==> config.mk <==
export PLATFORM = sky130hd
export DESIGN_NAME = bin2bcd_seq
export DESIGN_NICKNAME = d
export VERILOG_FILES = /design/src/rtl/bin2bcd_seq.sv
export SDC_FILE = /design/constraint.sdc
export NUM_CORES = 1
export LEC_CHECK = 0
export CORE_AREA = 5 5 92 94
export DETAILED_ROUTE_END_ITERATION = 10
export DIE_AREA = 0 0 97 99
export HOLD_SLACK_MARGIN = 0.03
export PLACE_DENSITY = 0.72
export SETUP_SLACK_MARGIN = 0.4
export SLEW_MARGIN = 5
export SYNTH_ARGS = -nofsm -noshare
export SYNTH_HDL_FRONTEND = slang
export SYNTH_SLANG_ARGS = --single-unit
==> constraint.sdc <==
create_clock -name clk -period 2 [get_ports clk]
set_input_delay 0.2 -clock clk [delete_from_list [all_inputs] [get_ports clk]]
set_output_delay 0.2 -clock clk [all_outputs]
set_load 0.02 [all_outputs]
==> src/rtl/bin2bcd_seq.sv <==
// Sequential binary-to-BCD converter (double dabble, one bit per clock).
// Optional macro LEADING_ZERO_BLANK_EN replaces leading zero digits with 4'hF.
module bin2bcd_seq #(
  parameter int unsigned BIN_W  = 20,
  parameter int unsigned DIGITS = 6
) (
  input  logic                  clk,
  input  logic                  rst,
  input  logic                  start,
  input  logic [BIN_W-1:0]      bin,
  output logic                  busy,
  output logic                  done,
  output logic [4*DIGITS-1:0]   bcd,
  output logic                  overflow
);

  localparam int unsigned SCR_W = 4 * DIGITS;
  localparam int unsigned CNT_W = $clog2(BIN_W + 1);

  typedef enum logic [1:0] {
    S_IDLE  = 2'd0,
    S_SHIFT = 2'd1,
    S_LOAD  = 2'd2
  } state_t;

  state_t             r_state;
  state_t             w_state_nxt;
  logic               w_accept;
  logic               w_shift_en;
  logic               w_load_en;

  logic [BIN_W-1:0]   r_shift;
  logic [SCR_W-1:0]   r_scratch;
  logic [CNT_W-1:0]   r_cnt;
  logic               r_ovf_flag;
  logic               r_busy;
  logic               r_done;
  logic [SCR_W-1:0]   r_bcd;
  logic               r_overflow;

  logic [SCR_W-1:0]   w_adj;
  logic [SCR_W-1:0]   w_result;

  // State register
  always_ff @(posedge clk) begin
    if (rst) begin
      r_state <= S_IDLE;
    end else begin
      r_state <= w_state_nxt;
    end
  end

  // Next-state logic
  always_comb begin
    w_state_nxt = r_state;
    case (r_state)
      S_IDLE:  if (start) w_state_nxt = S_SHIFT;
      S_SHIFT: if (r_cnt == CNT_W'(1)) w_state_nxt = S_LOAD;
      S_LOAD:  w_state_nxt = S_IDLE;
      default: w_state_nxt = S_IDLE;
    endcase
  end

  // Control decode from the current state
  always_comb begin
    w_accept   = 1'b0;
    w_shift_en = 1'b0;
    w_load_en  = 1'b0;
    case (r_state)
      S_IDLE:  w_accept   = start;
      S_SHIFT: w_shift_en = 1'b1;
      S_LOAD:  w_load_en  = 1'b1;
      default: ;
    endcase
  end

  // Add-3 correction on every digit ahead of the shift
  always_comb begin
    w_adj = r_scratch;
    for (int d = 0; d < int'(DIGITS); d++) begin
      if (r_scratch[4*d +: 4] >= 4'd5) begin
        w_adj[4*d +: 4] = r_scratch[4*d +: 4] + 4'd3;
      end
    end
  end

`ifdef LEADING_ZERO_BLANK_EN
  logic w_seen_nz;

  // Blank zero digits above the most significant nonzero one; digit 0 always shown
  always_comb begin
    w_result  = r_scratch;
    w_seen_nz = 1'b0;
    for (int d = int'(DIGITS) - 1; d >= 1; d--) begin
      if (r_scratch[4*d +: 4] != 4'h0) begin
        w_seen_nz = 1'b1;
      end else if (!w_seen_nz) begin
        w_result[4*d +: 4] = 4'hF;
      end
    end
  end
`else
  assign w_result = r_scratch;
`endif

  // Datapath and registered outputs
  always_ff @(posedge clk) begin
    if (rst) begin
      r_shift    <= '0;
      r_scratch  <= '0;
      r_cnt      <= '0;
      r_ovf_flag <= 1'b0;
      r_busy     <= 1'b0;
      r_done     <= 1'b0;
      r_bcd      <= '0;
      r_overflow <= 1'b0;
    end else begin
      r_busy <= w_shift_en;
      r_done <= w_load_en;
      if (w_accept) begin
        r_shift    <= bin;
        r_scratch  <= '0;
        r_cnt      <= CNT_W'(BIN_W);
        r_ovf_flag <= 1'b0;
      end else if (w_shift_en) begin
        {r_scratch, r_shift} <= {w_adj[SCR_W-2:0], r_shift, 1'b0};
        r_ovf_flag           <= r_ovf_flag | w_adj[SCR_W-1];
        r_cnt                <= r_cnt - CNT_W'(1);
      end
      if (w_load_en) begin
        r_overflow <= r_ovf_flag;
        r_bcd      <= r_ovf_flag ? {SCR_W{1'b1}} : w_result;
      end
    end
  end

  assign busy     = r_busy;
  assign done     = r_done;
  assign bcd      = r_bcd;
  assign overflow = r_overflow;

endmodule

# Word-level counts from Yosys, hierarchy flattened
# Index checks and enable logic that the tools add are counted.
[op_classes] addsub=7 order_cmp=6 n_eq_ne=5 mux=17 n_bitwise=1 n_reduce_logical=4
[ops] operator="20-bit two-way mux" count=2
[ops] operator="4-bit by 2-bit adder with 4-bit output (second input constant)" count=6
[ops] operator="4-bit by 3-bit greater-or-equal comparator with 1-bit output (second input constant)" count=6
[ops] operator="24-bit two-way mux" count=1
[ops] operator="4-bit two-way mux" count=6
[ops] operator="5-bit two-way mux" count=2
[ops] operator="5-bit by 1-bit == test with 1-bit output (second input constant)" count=1
[ops] operator="5-bit by 1-bit subtractor with 5-bit output (second input constant)" count=1
[ops] operator="2-bit two-way mux" count=2
[ops] operator="2-bit != test (second input constant)" count=2
[ops] operator="2-bit case mux with 2 select lines" count=1
[ops] operator="1-bit two-way mux" count=3
[ops] operator="2-bit by 1-bit == test with 1-bit output (second input constant)" count=1
[ops] operator="2-bit == test (second input constant)" count=1
[ops] operator="2-bit zero test" count=1
[ops] operator="2-bit AND reduction" count=1
[ops] operator="2-bit nonzero test" count=1
[ops] operator="2-bit OR reduction" count=1
[ops] operator="1-bit bitwise OR" count=1
[totals] reg_bits=79 input_bits=23 output_inout_bits=27 elab_cells=50

# Longest topological paths before layout
[depth] word_depth=4 ltp_mapped=6 ltp_nobuf=6

# Worst setup path after synthesis
# No wires, ideal clock.
[synth_path] path_type="flip-flop to flip-flop" startpoint="reg r_scratch[20]" endpoint="reg r_ovf_flag" setup_ns=0.070 arrival_time_ns=1.387 t_required_ns=1.930 path_slack_ns=0.543 path_stages_with_launch=6 path_buffers=0 period_less_slack_ns=1.457 cell_sequence="dfxtp_1 inv_1 ha_1 nand2b_1 or4b_1 a21oi_1"
[synth_via] elab_chain_len=3 elab_cells_between_ends=4 cone_classes="1 x add/sub; 1 x order compare; 1 x mux; 1 x bitwise"
[synth_rtl] item="start, declared" line="33" source="logic [SCR_W-1:0] r_scratch;"
[synth_rtl] item="start signal, assigned" line="126" source="{r_scratch, r_shift} <= {w_adj[SCR_W-2:0], r_shift, 1'b0};"
[synth_rtl] item="4-bit by 2-bit adder with 4-bit output / 4-bit by 3-bit greater-or-equal comparator with 1-bit output (equally long branches)" line="82, 81"
[synth_rtl] item="4-bit two-way mux (*)" line="81" source="if (r_scratch[4*d +: 4] >= 4'd5) begin"
[synth_rtl] item="1-bit bitwise OR (*)" line="127" source="r_ovf_flag <= r_ovf_flag | w_adj[SCR_W-1];"
[synth_rtl] item="end signal, assigned" line="127"
[synth_rtl] item="end, declared" line="35" source="logic r_ovf_flag;"
# Mark *: on every way between the ends. The rest lies on a longest branch, timed or not.
# A chain may end at the register's enable or synchronous reset.

# Worst setup path after layout
[layout_path] startpoint="reg r_scratch[5]" endpoint="reg r_scratch[5]"
[layout_via] elab_chain_len=2
[layout_rtl] item="4-bit by 3-bit greater-or-equal comparator with 1-bit output" line="81"
[layout_rtl] item="4-bit two-way mux" line="81"
# Every way passes these cells.

==> flow_summary.ini <==
[run_status]
outcome = finished, final reports clean

[yosys]
synth.avg_cell_area_sq_um = 8.164
synth_top_area_share_pct = 43.83
netlist_instances = 442
synthFlopType = dfxtp_1
async_flop_share_pct = 0
synth_sequential_area_ratio_pct = 43.83
ys_top_cells_by_area = dfxtp_1 (44%), nor3_1 (6.8%), nor2_1 (6.8%)
top_count_cell_post_synth = dfxtp_1
synth_area_leader = dfxtp_1
post_synthesis_cell_type_count = 35
synth.top_cells.by_count = dfxtp_1 (79), nor2_1 (65), nor3_1 (49)
post_synth_instance_area_sq_um = 3608
synth_seq_cells = 79
synthesis.nets = 479
number_of_enable_flip_flop_cells_after_synthesis = 0
synth.yosys.warnings = 0

[sta]
finalClockSkew_ns = 0.01457
final_min_period_over_clock_period_pct = 78.28
setup_viol = 0
timing_max_transition_violations_final = 0
finalSetupTns_ns = 0
max_clock_freq_mhz = 638.8
slew_headroom_pct = 60.09
layout_min_cycle_time_ns = 1.566
final_hold_viol_count = 0
timing_worst_slew_pin_value_ns = 0.5987
hold_ws_ns = 0.3261
rsz_0062_raised_after_global_routing = true

[clock_tree]
clock_sinks = 79
cts-buffers-inserted = 9
clock-root-buffer = clkbuf_8
postCtsSetupBuffers = 0
h_tree_levels = 3
insertion_delay_ns = 0.36
cts_hold_repair.buffers = 0
cts.reportedPaths.clkPinSlew_ns = 0.09
cts_tree = done
cts_max_path_buffers = 2

[cells_and_area]
area_delta_synth_final_pct = 21.71
multi_input_comb_area_sq_um = 1846
filler_cell_count = 670
final_layout_size_suffix_gt1_share_pct = 9.792
nets = 512
register_area_sq_um = 1584
finalCoreUtilization_pct = 58.04
n_antenna_cell = 0

[worst_setup_path]
critical_path.startpoint_type = register
timing.critical_path.to_type = register
startpoint = r_scratch[5]
cp.arrival_ns = 1.85
path_cells = inv_1, ha_1, nand2b_1, a2111oi_1, a41oi_1, a21oi_1
critical_path_class = reg -> reg
cpMaxStageDelayCell = a2111oi_1
worst_r2r_path_depth = 6
crit_path_max_incr_delay_ns = 0.46
crit_fanout = 4
regToRegStartpoint = r_scratch[5]
required_ns = 2.28

[worst_hold_path]
hold_path.class = in -> reg
worst_hold_path.num_cells = 2
worstHoldStart = rst

[die]
die_h_um = 99
start_util_pct = 47.69
die_w_um = 97
num_io_pins = 50
placementRows = 32
design.core.area_sq_um = 7567
die_area_sq_um = 9603

[global_routing]
first_global_vias = 2883
grt_pass1_wl_um = 13050
grt_antenna_before_repair = 0
track_usage_pct = 16.00
grt_busiest_layer = met2
grt_start_max_net_pins = 41
grt.met1_usage_pct = 19.99
grt_overflow_total = 0
grt_util_met2_pct = 27.18
grt_use_met3_pct = 3.255

[power]
power-per-cell-area_nw_per_um2 = 743.0
p_leak_nw = 1.579
peakVddDrop_uv = 341.9

[detailed_routing]
remaining_drc_errors = 0
dr_total_vias = 3142
initialDrtViolationCount = 160
routed_wl_um = 7768
wire_per_inst_um = 13.35
viasPerCell = 5.399
ant_nets = 0
drt_first_pass_iters = 7

[placement]
place.gp.congestion = 0.8056
buffer_ports.inserted = 49
post-dp-hpwl_um = 5069

[flow_run]
cap_viol_max_count = 0
==> placed cells by master, fill, tap and decap left out, drive strengths merged <==
cell           instances
nor3                  49
nor4                   1
or2                    1
dfxtp                 79
xnor2                  1
nand2b                 8
inv                   15
a41oi                  6
ha                    14
or4b                   1
a2111oi                6
nand2                 47
a22o                   6
nor2b                  2
clkinvlp               3
xor2                   2
clkinv                 1
nor2                  66
a21oi                 36
a211oi                 1
o21ai                 17
nand3                  8
bufinv                 1
clkdlybuf4s50         48
mux2i                  6
nor3b                  6
a31oi                  7
a311oi                19
clkbuf                10
nand3b                 1
buf                   12
==> where the power goes <==
| part | total (W) | switching (W) | internal, W |
|---|---|---|---|
| Clock | 0.00118 | 0.000601 | 0.000583 |
| Sequential | 0.00169 | 0.0000471 | 0.00164 |
| Combinational | 0.000393 | 0.000228 | 0.000164 |
==> layout make-up <==
| cell class | instances | share of cell area, % |
|---|---|---|
| multi-input cells | 311 | 42.02 |
| clock buffers | 10 | 2.906 |
| well taps | 102 | 2.906 |
| clock inverters | 6 | 1.595 |
| repair buffers | 60 | 13.30 |
| flip-flops and latches | 79 | 36.07 |
| inverters | 14 | 1.197 |
==> critical path, delay by kind of cell (launching register included) <==
family / cells / cell delay (ns)
AO/OA/AOI/OAI: 3 / 0.69
flip-flops: 1 / 0.36
AND/OR/NAND/NOR: 1 / 0.19
adder cells (fa/ha/maj): 1 / 0.18
buffers and inverters: 1 / 0.09
==> stage by stage <==
step	std cells	total power [W]	setup slack [ns]	area [sq um]
3_3_place_gp	566	0.002085	0.4205	4129
2_1_floorplan	442	0.001982	0.5428	3608
5_1_grt	582	0.003415	0.2930	4392
4_1_cts	582	0.003276	0.4003	4330
6_report	582	0.003263	0.4345	4392
3_5_place_dp	566	0.002096	0.3076	4129
==> path summary, 6_finish.rpt <==
path,to,slack [ns]
worst max-delay path,r_scratch[5],0.43
worst min-delay path,done,0.33
worst max register to register,r_scratch[5],0.43
worst min register to register,overflow,0.46
==> flip-flops by register name (all words and copies together), names as in the netlist <==
signal	cells
bcd	24
busy	1
done	1
overflow	1
r_cnt	5
r_ovf_flag	1
r_scratch	24
r_shift	20
r_state	2
==> cells by family (layout without fill, tap and decap cells) <==
family | Yosys count | count (layout) | synth area share (%)
and+or+nand+nor | 190 | 190 | 23.86
AOI/OAI and AO/OA | 98 | 98 | 18.27
DFF | 79 | 79 | 43.83
buffers and inverters | 52 | 90 | 6.796
adders and majority gates | 14 | 14 | 4.854
muxes | 6 | 6 | 1.664
xor gates and xnor gates | 3 | 3 | 0.7283
==> timing repair <==
| item | in CTS | in global routing |
|---|---|---|
| pin swaps | 0 | 1 |
| setup endpoints to repair | 16 | 19 |
| resized for setup | 1 | 21 |
==> per-layer routing <==
layer | share of wire, % | up-vias
met2 | 49 | 60
li1 | - | 1620
met3 | 3.4 | 10
met4 | 1.0 | 0
met1 | 47 | 1452
met5 | 0 | -
(Power assumes the default switching activity.)
